===== config.mk =====
export PLATFORM = sky130hd
export DESIGN_NAME = dec_scan
export DESIGN_NICKNAME = d
export VERILOG_FILES = /design/src/rtl/dec_pkg.sv /design/src/rtl/dec_onehot.sv /design/src/rtl/dec_scan.sv
export SDC_FILE = /design/constraint.sdc
export NUM_CORES = 1
export LEC_CHECK = 0
export CAP_MARGIN = 40
export CELL_PAD_IN_SITES_DETAIL_PLACEMENT = 1
export CELL_PAD_IN_SITES_GLOBAL_PLACEMENT = 2
export CORE_MARGIN = 2
export CORE_UTILIZATION = 29
export CTS_CLUSTER_SIZE = 24
export DETAILED_ROUTE_END_ITERATION = 16
export PLACE_DENSITY_LB_ADDON = 0.15
export REMOVE_ABC_BUFFERS = 1
export SETUP_SLACK_MARGIN = 0.3
export SLEW_MARGIN = 20
export SYNTH_ARGS = -nofsm -noshare
export SYNTH_HDL_FRONTEND = slang
export SYNTH_HIERARCHICAL = 1
export SYNTH_SLANG_ARGS = --single-unit

===== constraint.sdc =====
create_clock -name clk -period 3.3 [get_ports clk]
set_input_delay 0.66 -clock clk [delete_from_list [all_inputs] [get_ports clk]]
set_output_delay 0.66 -clock clk [all_outputs]
set_load 0.03 [all_outputs]

===== src/rtl/dec_pkg.sv =====
// Shared types and helpers for the dec_scan one-hot decoder / scanner.
// The state encoding is fixed so it can be matched against external tooling.
package dec_pkg;

   localparam logic [1:0] IDLE   = 2'd0;
   localparam logic [1:0] DIRECT = 2'd1;
   localparam logic [1:0] SCAN   = 2'd2;

   typedef enum logic [1:0] {
      StIdle   = IDLE,
      StDirect = DIRECT,
      StScan   = SCAN
   } state_e;

   // Widest decode the helper supports; callers slice the low NUM_OUT bits.
   localparam int unsigned MaxOutW = 8;
   localparam int unsigned MaxOut  = 1 << MaxOutW;

   // One-hot of code over num_out outputs; all-zero when code is out of range.
   function automatic logic [MaxOut-1:0] onehot_f(input logic [31:0] code,
                                                  input int unsigned num_out);
      logic [MaxOut-1:0] r;
      r = '0;
      if (code < 32'(num_out) && code < 32'(MaxOut)) begin
         r[code[MaxOutW-1:0]] = 1'b1;
      end
      return r;
   endfunction

endpackage


===== src/rtl/dec_onehot.sv =====
// Combinational N -> NUM_OUT active-high one-hot decode with enable and range flag.
// Output polarity is applied by the caller at its output register.
module dec_onehot
   import dec_pkg::*;
#(
   parameter int unsigned N       = 3,
   parameter int unsigned NUM_OUT = 8
) (
   input  logic               en,
   input  logic [N-1:0]       code,
   output logic [NUM_OUT-1:0] dec,
   output logic               in_range
);

   logic [MaxOut-1:0] full;
   logic              unused_full;

   always_comb begin
      full     = onehot_f(32'(code), NUM_OUT);
      in_range = 32'(code) < NUM_OUT;
      dec      = en ? full[NUM_OUT-1:0] : '0;
   end

   // Bits above NUM_OUT are always zero by construction.
   assign unused_full = ^full;

endmodule


===== src/rtl/dec_scan.sv =====
// Registered one-hot decoder with DIRECT (strobed code) and SCAN (timed walk) modes,
// for digit selects, row strobes and chip selects.
module dec_scan
   import dec_pkg::*;
#(
   parameter int unsigned N          = 3,
   parameter int unsigned NUM_OUT    = 8,
   parameter int unsigned DWELL_W    = 8,
   parameter bit          ACTIVE_LOW = 1'b0
) (
   input  logic               clk,
   input  logic               rst,
   input  logic               en,
   input  logic               mode,
   input  logic               load,
   input  logic [N-1:0]       code_in,
   input  logic [DWELL_W-1:0] dwell,
   output logic [NUM_OUT-1:0] y,
   output logic [N-1:0]       code_o,
   output logic               sel_v,
   output logic               wrap,
   output logic               err
);

   localparam logic [N:0]         NumOutW  = (N + 1)'(NUM_OUT);
   localparam logic [N-1:0]       LastCode = N'(NUM_OUT - 1);
   localparam logic [NUM_OUT-1:0] Inactive = {NUM_OUT{ACTIVE_LOW}};

   state_e               state_q, state_d;
   logic [DWELL_W-1:0]   cnt_q, cnt_d;
   logic [N-1:0]         code_q, code_d;
   logic                 act_d, wrap_d, err_d;
   logic                 code_ok;
   logic [NUM_OUT-1:0]   dec;
   logic                 in_range;

   assign code_ok = {1'b0, code_in} < NumOutW;

   // Priority: en over mode, and a mode change over load/advance.
   always_comb begin
      state_d = state_q;
      cnt_d   = '0;
      code_d  = code_q;
      act_d   = sel_v;
      wrap_d  = 1'b0;
      err_d   = 1'b0;
      if (!en) begin
         state_d = StIdle;
         act_d   = 1'b0;
      end else if (mode) begin
         act_d = 1'b1;
         if (state_q != StScan) begin
            state_d = StScan;
            code_d  = '0;
         end else if (cnt_q >= dwell) begin
            // >= so that a dwell lowered below the running count advances at once.
            code_d = (code_q == LastCode) ? '0 : code_q + N'(1);
            wrap_d = (code_q == LastCode);
         end else begin
            cnt_d = cnt_q + DWELL_W'(1);
         end
      end else begin
         if (state_q != StDirect) begin
            state_d = StDirect;
            act_d   = 1'b0;
         end else if (load) begin
            if (code_ok) begin
               code_d = code_in;
               act_d  = 1'b1;
            end else begin
               act_d = 1'b0;
               err_d = 1'b1;
            end
         end
      end
   end

   dec_onehot #(
      .N       (N),
      .NUM_OUT (NUM_OUT)
   ) u_dec (
      .en       (act_d),
      .code     (code_d),
      .dec      (dec),
      .in_range (in_range)
   );

   always_ff @(posedge clk) begin
      if (rst) begin
         state_q <= StIdle;
         cnt_q   <= '0;
         code_q  <= '0;
         y       <= Inactive;
         sel_v   <= 1'b0;
         wrap    <= 1'b0;
         err     <= 1'b0;
      end else begin
         state_q <= state_d;
         cnt_q   <= cnt_d;
         code_q  <= code_d;
         y       <= dec ^ Inactive;
         sel_v   <= act_d & in_range;
         wrap    <= wrap_d;
         err     <= err_d;
      end
   end

   assign code_o = code_q;

   a_onehot0 : assert property (@(posedge clk) disable iff (rst)
      $countones(y ^ Inactive) <= 1);
   a_sel_v : assert property (@(posedge clk) disable iff (rst)
      sel_v == $onehot(y ^ Inactive));

endmodule


==> flow_metrics.env, run 1 <==
export IMPL_status="finished, final reports clean"
export IMPL_hold_path_class="reg -> reg"
export IMPL_hold_violations=0
export IMPL_die_x_microns=70.7
export IMPL_finalSetupTns_ps=0
export IMPL_critPathMaxStageDelay_ps=420
export IMPL_netlist_area_sq_mm=0.00129
export IMPL_grt_max_degree=14
export IMPL_start_util_pct=29.9
export IMPL_crit_end="y[2]"
export IMPL_start_kind="input port"
export IMPL_gp_congestion=0.746
export IMPL_ys_flop_type="dfxtp_1"
export IMPL_cp_end_kind="flip-flop"
export IMPL_cts_setup_buffers=0
export IMPL_peakVddDrop_v=0.000136
export IMPL_cts_num_sinks=23
export IMPL_yosysSeqAreaShare_pct=35.7
export IMPL_syn_inst=140
export IMPL_drv_cap=0
export IMPL_critPathArrivalTime_ps=2970
export IMPL_synth_top_area_share_pct=35.7
export IMPL_r2r_start="cnt_q[0]"
export IMPL_port_buffers=28
export IMPL_routed_wl_mm=2.99
export IMPL_crit_required_ps=3460
export IMPL_pin_count=30
export IMPL_drt_iter0_drc=16
export IMPL_finalCriticalPeriod_ps=2810
export IMPL_die_height_microns=70.7
export IMPL_synth_largest_area_cell="dfxtp_1"
export IMPL_post_cts_resized=0
export IMPL_p_per_area_mw_per_mm2=310
export IMPL_viasPerCell=4.87
export IMPL_setup_viol=0
export IMPL_layout_nets=196
export IMPL_totalPowerFinal_uw=517
export IMPL_design_core_area_sq_mm=0.00432
export IMPL_syn2layout_area_growth_pct=29.2
export IMPL_r2r_slack_ps=780
export IMPL_multiInputGateArea_sq_um=756
export IMPL_dr_pass1_iters=4
export IMPL_startpoint="dwell[0]"
export IMPL_ctsHoldBuffers=0
export IMPL_rsz0062_at_grt="no"
export IMPL_reg2regPathDepth=10
export IMPL_dp_hpwl_mm=2.35
export IMPL_insertion_delay_ps=260
export IMPL_gr_total_overflow=0
export IMPL_detail_route_antenna_nets=0
export IMPL_rows=24
export IMPL_power_leakage_uw=0.000696
export IMPL_layout_drive_gt1_share_pct=13.1
export IMPL_fin_crit_sh_pct=85.2
export IMPL_diodes=0
export IMPL_ys_types=42
export IMPL_place_area_sq_mm=0.00161
export IMPL_synth_edff_count=0
export IMPL_path_cells="clkdlybuf4s50_1 -> ha_1 -> nand2b_4 -> a2111oi_4 -> o311a_2 -> nand2_2 -> a22oi_1 -> buf_4 -> and4bb_2 -> nor2b_1"
export IMPL_timing_rr_end="y[2]"
export IMPL_slew_violations=0
export IMPL_htreeDepth=1
export IMPL_antenna_found_initial=0
export IMPL_cts_buffer_depth=2
export IMPL_fin_area_sq_mm=0.00167
export IMPL_synthTopCellsByArea="dfxtp_1, ha_1, nor2_1, nor2b_1, inv_1"
export IMPL_fp_dieArea_sq_mm=0.00500
export IMPL_synth_warnings=6
export IMPL_cts_tree="done"
export IMPL_critPathKind="in -> reg"
export IMPL_wl_per_cell_microns=13.6
export IMPL_synth_seq_cells=23
export IMPL_num_vias=1072
export IMPL_grt_pass1_vias=1120
export IMPL_clk_pin_slew_ps=80
export IMPL_drc=0
export IMPL_final_cell_mix="clkdlybuf4s50_1, dfxtp_1, nor2_1, inv_1, ha_1"
export IMPL_cts_buffers=3
export IMPL_syn_avg_cell_area_sq_um=9.22
export IMPL_clock_fmax_mhz=356
export IMPL_crit_fanout=8
export IMPL_fill_cells=515
export IMPL_track_usage_pct=12.7
export IMPL_ctsRootBufferMaster="clkbuf_8"
export IMPL_synth_async_sr_flop_share_pct=0
export IMPL_fin_skew_ps=1.40
export IMPL_slowest_stage="a2111oi_4"
export IMPL_mostFrequentLayoutCell="clkdlybuf4s50_1"
export IMPL_grt_pass1_wl_mm=5.20
export IMPL_register_area_sq_um=460
## flip-flops by register name, summed over array words and instances (netlist names)
| register | cells |
|---|---|
| y | 8 |
| state_q | 2 |
| code_o | 3 |
| wrap | 1 |
| cnt_q | 8 |
| sel_v | 1 |
## power by group
group / switching (uW) / internal [uW] / total (uW)
combinational: 27.0 / 30.9 / 57.9
clock: 94.1 / 84.3 / 178
sequential: 1.56 / 279 / 281
total: 123 / 395 / 517
## routing by layer
layer	track usage, %	up-vias	routed length (microns)
li1	-	533	-
met1	15.5	517	1320
met2	22.8	18	1520
met3	2.28	4	122
met4	3.14	0	26
met5	0	-	0
## cells by family (layout without fill, tap and decap cells)
group / count (synthesis) / in the layout / share of synthesized area (%)
other: 2 / 2 / 0.582
AND/OR/NAND/NOR: 60 / 60 / 29.3
AO/OA/AOI/OAI: 18 / 18 / 11.7
XOR/XNOR: 6 / 6 / 4.07
multiplexers: 2 / 2 / 1.55
flip-flops: 23 / 23 / 35.7
buffers and inverters: 18 / 46 / 6.49
adder cells (fa/ha/maj): 11 / 11 / 10.7
## stage by stage
step / cells / hold WS [ps] / setup slack (ps) / utilization, %
finish: 220 / 531 / 489 / 38.6
global route: 220 / 558 / 320 / 38.6
CTS: 220 / 537 / 447 / 38.4
detailed placement: 216 / 515 / 194 / 37.3
global placement: 216 / 510 / 228 / 37.3
floorplan: 134 / 449 / 752 / -
## Yosys cell counts, types with 3 or more instances
library cell,count
and4bb_2,3
a21oi_1,5
nand2_1,5
nor2_1,15
nand3_1,6
ha_1,11
inv_1,12
nand2b_1,4
xor2_1,5
nor2b_1,8
dfxtp_1,23
and4b_2,3
## worst max-delay path: cells and delay by family
kind            cells  cell delay, ps
buf+inv             2             580
compound gates      3             850
simple gates        4             570
fa+ha+maj           1             300
## how the worst min path moves through the flow
stage                  start  cells past startpoint       end
floorplan           cnt_q[0]                      1  cnt_q[0]
global placement    cnt_q[0]                      1  cnt_q[0]
detailed placement  cnt_q[0]                      1  cnt_q[0]
CTS                 cnt_q[0]                      1  cnt_q[0]
global route        cnt_q[0]                      1  cnt_q[0]
finish              cnt_q[0]                      1  cnt_q[0]
## layout make-up
type / instances / share of cell area (%)
clock buffers: 3 / 2.48
clock inverters: 1 / 0.300
inverters: 12 / 2.70
multi-input cells: 99 / 45.3
flip-flops and latches: 23 / 27.6
well taps: 52 / 3.90
repair buffers: 30 / 17.7
Note: power is estimated with default switching activity, not from simulation.
==> run 2: changes to the inputs <==
GPL_TIMING_DRIVEN = 0   (was not set)
==> run 2 against run 1 <==
Core utilization fell by 0.087 points. Worst hold slack got worse by 4.1 ps. Global-route usage fell by 0.12 points. Critical endpoint unchanged. Largest cell class unchanged. Largest power group unchanged. Highest routed layer unchanged.
==> flow_metrics.env, run 2 (synthesized netlist as in run 1, its figures left out) <==
export IMPL_peakVddDrop_v=0.000162
export IMPL_finalSetupTns_ps=0
export IMPL_cp_end_kind="flip-flop"
export IMPL_slowest_stage="o31ai_2"
export IMPL_cts_num_sinks=23
export IMPL_grt_pass1_wl_mm=5.17
export IMPL_insertion_delay_ps=260
export IMPL_finalCriticalPeriod_ps=2850
export IMPL_num_vias=1066
export IMPL_viasPerCell=4.85
export IMPL_power_leakage_uw=0.000696
export IMPL_fp_dieArea_sq_mm=0.00500
export IMPL_grt_pass1_vias=1160
export IMPL_cts_buffer_depth=2
export IMPL_diodes=0
export IMPL_r2r_slack_ps=830
export IMPL_gp_congestion=0.746
export IMPL_routed_wl_mm=2.92
export IMPL_htreeDepth=1
export IMPL_hold_violations=0
export IMPL_status="finished, final reports clean"
export IMPL_timing_rr_end="y[2]"
export IMPL_mostFrequentLayoutCell="clkdlybuf4s50_1"
export IMPL_crit_required_ps=3440
export IMPL_dr_pass1_iters=4
export IMPL_min_to="cnt_q[7]"
export IMPL_detail_route_antenna_nets=0
export IMPL_place_area_sq_mm=0.00160
export IMPL_start_kind="input port"
export IMPL_antenna_found_initial=0
export IMPL_start_util_pct=29.9
export IMPL_min_delay_start="cnt_q[7]"
export IMPL_reg2regPathDepth=9
export IMPL_ctsRootBufferMaster="clkbuf_8"
export IMPL_rsz0062_at_grt="no"
export IMPL_layout_nets=196
export IMPL_hold_path_class="reg -> reg"
export IMPL_rows=24
export IMPL_grt_max_degree=14
export IMPL_design_core_area_sq_mm=0.00432
export IMPL_slew_violations=0
export IMPL_wl_per_cell_microns=13.3
export IMPL_critPathMaxStageDelay_ps=460
export IMPL_fill_cells=528
export IMPL_clk_pin_slew_ps=80
export IMPL_register_area_sq_um=460
export IMPL_clock_fmax_mhz=351
export IMPL_dp_hpwl_mm=2.30
export IMPL_setup_viol=0
export IMPL_pin_count=30
export IMPL_cts_buffers=3
export IMPL_final_cell_mix="clkdlybuf4s50_1, dfxtp_1, nor2_1, inv_1, ha_1"
export IMPL_syn2layout_area_growth_pct=28.9
export IMPL_fin_skew_ps=2.45
export IMPL_ctsHoldBuffers=0
export IMPL_drc=0
export IMPL_drt_iter0_drc=41
export IMPL_multiInputGateArea_sq_um=752
export IMPL_track_usage_pct=12.6
export IMPL_critPathArrivalTime_ps=2990
export IMPL_fin_crit_sh_pct=86.4
export IMPL_r2r_start="cnt_q[0]"
export IMPL_crit_fanout=8
export IMPL_path_cells="clkdlybuf4s50_1 -> inv_1 -> ha_1 -> nand4_1 -> o31ai_2 -> nand3b_1 -> a22oi_2 -> buf_4 -> and4bb_2 -> nor2b_1"
export IMPL_die_height_microns=70.7
export IMPL_layout_drive_gt1_share_pct=13.7
export IMPL_p_per_area_mw_per_mm2=309
export IMPL_drv_cap=0
export IMPL_die_x_microns=70.7
export IMPL_fin_area_sq_mm=0.00166
export IMPL_gr_total_overflow=0
export IMPL_port_buffers=28
export IMPL_critPathKind="in -> reg"
export IMPL_hold_depth=2
export IMPL_cts_tree="done"
[run 2: cell types whose count changed in the layout (fill, tap and decap cells not counted)]
cell	before	now
a22oi_2	0	1
o31ai_2	0	1
o31ai_4	1	0
a22oi_1	1	0
[run 2: report_power, final]
part           leakage (uW)  switching (uW)  internal (uW)  total [uW]
clock network     0.0000255            93.4           84.3         178
logic              0.000485            26.0           30.2        56.2
registers          0.000186            1.58            279         281
[run 2: per-stage QoR]
stage	setup WS [ps]	power, uW	util (%)	std cells	hold WS, ps
floorplan	752	314	-	134	449
global placement	-17.5	342	37.0	214	505
detailed placement	-107	344	37.0	214	513
CTS	322	526	38.1	218	538
global route	303	540	38.5	220	591
finish	449	515	38.5	220	527
[run 2: metal layers]
layer	track usage, %	wire, microns
met3	1.99	106
met2	22.1	1450
met1	15.5	1320
met5	0	0
met4	4.40	40
[run 2: worst max path at each step]
stage                  start  endpoint  slack, ps  cells after the start
floorplan           dwell[0]      y[2]        750                      8
global placement    dwell[7]      y[4]        -20                      9
detailed placement  dwell[6]      y[2]       -110                      9
CTS                 dwell[6]      y[2]        320                      9
global route        dwell[7]      y[2]        300                     10
finish              dwell[7]      y[2]        450                     10
[run 2: repair_timing]
| item | CTS | global route |
|---|---|---|
| endpoints found under the hold margin | 0 | 0 |
| buffers inserted | 0 | 2 |
| setup endpoints to repair | 7 | 7 |
| resized for setup | 1 | 0 |
| pin swaps | 0 | 1 |
[run 2: final cells by class]
| class | count | area share, % |
|---|---|---|
| tap | 52 | 3.91 |
| clock inverter | 1 | 0.301 |
| inverter | 12 | 2.71 |
| multi-input combinational | 99 | 45.2 |
| clock buffer | 3 | 2.48 |
| timing repair buffer | 30 | 17.7 |
| sequential | 23 | 27.7 |
[run 2: worst max-delay path: cells and delay by family]
family | cells | cell delay [ps]
adders and majority gates | 1 | 310
and+or+nand+nor | 4 | 690
buffers and inverters | 3 | 660
AOI/OAI and AO/OA | 2 | 640
==> run 3: changes to the inputs <==
CORE_ASPECT_RATIO = 1.5   (was not set)
==> run 3 against run 2 <==
Non-clock buffer count did not move. Critical endpoint unchanged. Power barely moved. First-iteration DRC count fell by 41%. Largest cell class unchanged.
==> flow_metrics.env, run 3 (synthesized netlist as in run 1, its figures left out) <==
export IMPL_status="finished, final reports clean"
export IMPL_clock_fmax_mhz=360
export IMPL_crit_fanout=8
export IMPL_drc=0
export IMPL_switchingPower_uw=121
export IMPL_wl_per_cell_microns=13.7
export IMPL_die_x_microns=58.5
export IMPL_num_vias=1077
export IMPL_swShare_pct=23.5
export IMPL_place_area_sq_mm=0.00159
export IMPL_hold_violations=0
export IMPL_grt_pass1_wl_mm=5.14
export IMPL_track_usage_pct=13.2
export IMPL_design_core_area_sq_mm=0.00425
export IMPL_cts_tree="done"
export IMPL_critPathArrivalTime_ps=2910
export IMPL_totalPowerFinal_uw=515
export IMPL_p_per_area_mw_per_mm2=311
export IMPL_clk_pin_slew_ps=80
export IMPL_gp_congestion=0.746
export IMPL_final_cell_mix="clkdlybuf4s50_1, dfxtp_1, nor2_1, inv_1, ha_1"
export IMPL_peakVddDrop_v=0.000181
export IMPL_instances_no_fill=214
export IMPL_cts_num_sinks=23
export IMPL_critPathKind="in -> reg"
export IMPL_pre_cts_ws_ps=-69.5
export IMPL_rsz0062_at_grt="no"
export IMPL_diodes=0
export IMPL_cp_end_kind="flip-flop"
export IMPL_die_height_microns=85.7
export IMPL_rows=29
export IMPL_relSlewSlack_pct=66.6
export IMPL_dp_hpwl_mm=2.40
export IMPL_combPwrFrac_pct=10.8
export IMPL_setup_viol=0
export IMPL_dpl_cell_count=208
export IMPL_pwr_share_seq_pct=54.6
export IMPL_layout_nets=196
export IMPL_worst_slack_ps=522
export IMPL_routed_wl_mm=2.94
export IMPL_ctsHoldBuffers=0
export IMPL_detail_route_antenna_nets=0
export IMPL_finalSetupTns_ps=0
export IMPL_drt_iter0_drc=24
export IMPL_p_int_uw=394
export IMPL_grt_max_degree=14
export IMPL_dr_pass1_iters=2
export IMPL_insertion_delay_ps=270
export IMPL_port_buffers=28
export IMPL_tightest_slew_ps=499
export IMPL_fin_skew_ps=5.87
export IMPL_path_cells="clkdlybuf4s50_1 -> inv_1 -> ha_1 -> nand4_1 -> o31ai_2 -> nand3b_1 -> a22oi_2 -> buf_4 -> and4bb_2 -> nor2b_1"
export IMPL_start_util_pct=30.4
export IMPL_crit_required_ps=3440
export IMPL_fin_area_sq_mm=0.00166
export IMPL_drv_cap=0
export IMPL_htreeDepth=1
export IMPL_viasPerCell=5.03
export IMPL_pin_count=30
export IMPL_layout_drive_gt1_share_pct=13.7
export IMPL_cts_buffer_depth=2
export IMPL_fp_dieArea_sq_mm=0.00501
export IMPL_power_leakage_uw=0.000696
export IMPL_critPathMaxStageDelay_ps=450
export IMPL_ctsRootBufferMaster="clkbuf_8"
export IMPL_mostFrequentLayoutCell="clkdlybuf4s50_1"
export IMPL_clock_power_share_pct=34.6
export IMPL_gr_total_overflow=0
export IMPL_antenna_found_initial=0
export IMPL_hold_path_class="reg -> reg"
export IMPL_finalCriticalPeriod_ps=2780
export IMPL_fin_crit_sh_pct=84.2
export IMPL_cts_buffers=3
export IMPL_start_kind="input port"
export IMPL_grt_pass1_vias=1156
export IMPL_syn2layout_area_growth_pct=28.3
export IMPL_slowest_stage="clkdlybuf4s50_1"
export IMPL_slew_violations=0
-- run 3: cell counts in the layout (fill, tap and decap cells not counted) --
No cell type changed its count.
-- run 3: worst max-delay path: cells and delay by family --
kind / cells / cell delay [ps]
AOI/OAI and AO/OA: 2 / 600
buffers and inverters: 3 / 660
adders and majority gates: 1 / 280
and+or+nand+nor: 4 / 710
-- run 3: worst paths after layout --
check	start	to	slack [ps]	cells after the start
max reg2reg	cnt_q[0]	y[2]	840	10
max	dwell[6]	y[2]	520	10
min	cnt_q[0]	cnt_q[0]	530	1
min reg2reg	cnt_q[0]	cnt_q[0]	530	1
-- run 3: cell type report --
| class | count | area [sq um] |
|---|---|---|
| clock buffers | 3 | 41.3 |
| clock inverters | 1 | 5.00 |
| fillers | 510 | 2590 |
| inverters | 12 | 45.0 |
| multi-input cells | 99 | 752 |
| flip-flops and latches | 23 | 460 |
| well taps | 46 | 57.6 |
| repair buffers | 30 | 295 |
-- run 3: per-stage QoR --
stage	utilization (%)	hold slack (ps)
after detailed placement	37.5	511
after global placement	37.5	511
after CTS	38.7	542
after floorplan	-	449
final	39.0	528
after global routing	39.0	572
-- run 3: power by group through the flow --
stage          Clock, uW  Combinational (uW)  Sequential [uW]
6_report             178                55.7              281
2_1_floorplan          0                24.6              289
3_5_place_dp           0                56.2              288
3_3_place_gp           0                54.5              287
4_1_cts              190                56.7              281
5_1_grt              201                61.6              282
-- run 3: metal layers --
metal  wire length [microns]  vias up  track usage, %
met5                       0        -               0
met4                      24        0            5.07
met3                     118        2            2.26
met2                    1720       19            25.1
met1                    1080      523            13.7
li1                        -      533               -
-- run 3: what timing repair did --
| item | CTS | global route |
|---|---|---|
| gates resized for setup | 1 | 0 |
| setup buffers | 0 | 2 |
| pin swaps | 0 | 1 |
| setup endpoints to repair | 6 | 6 |
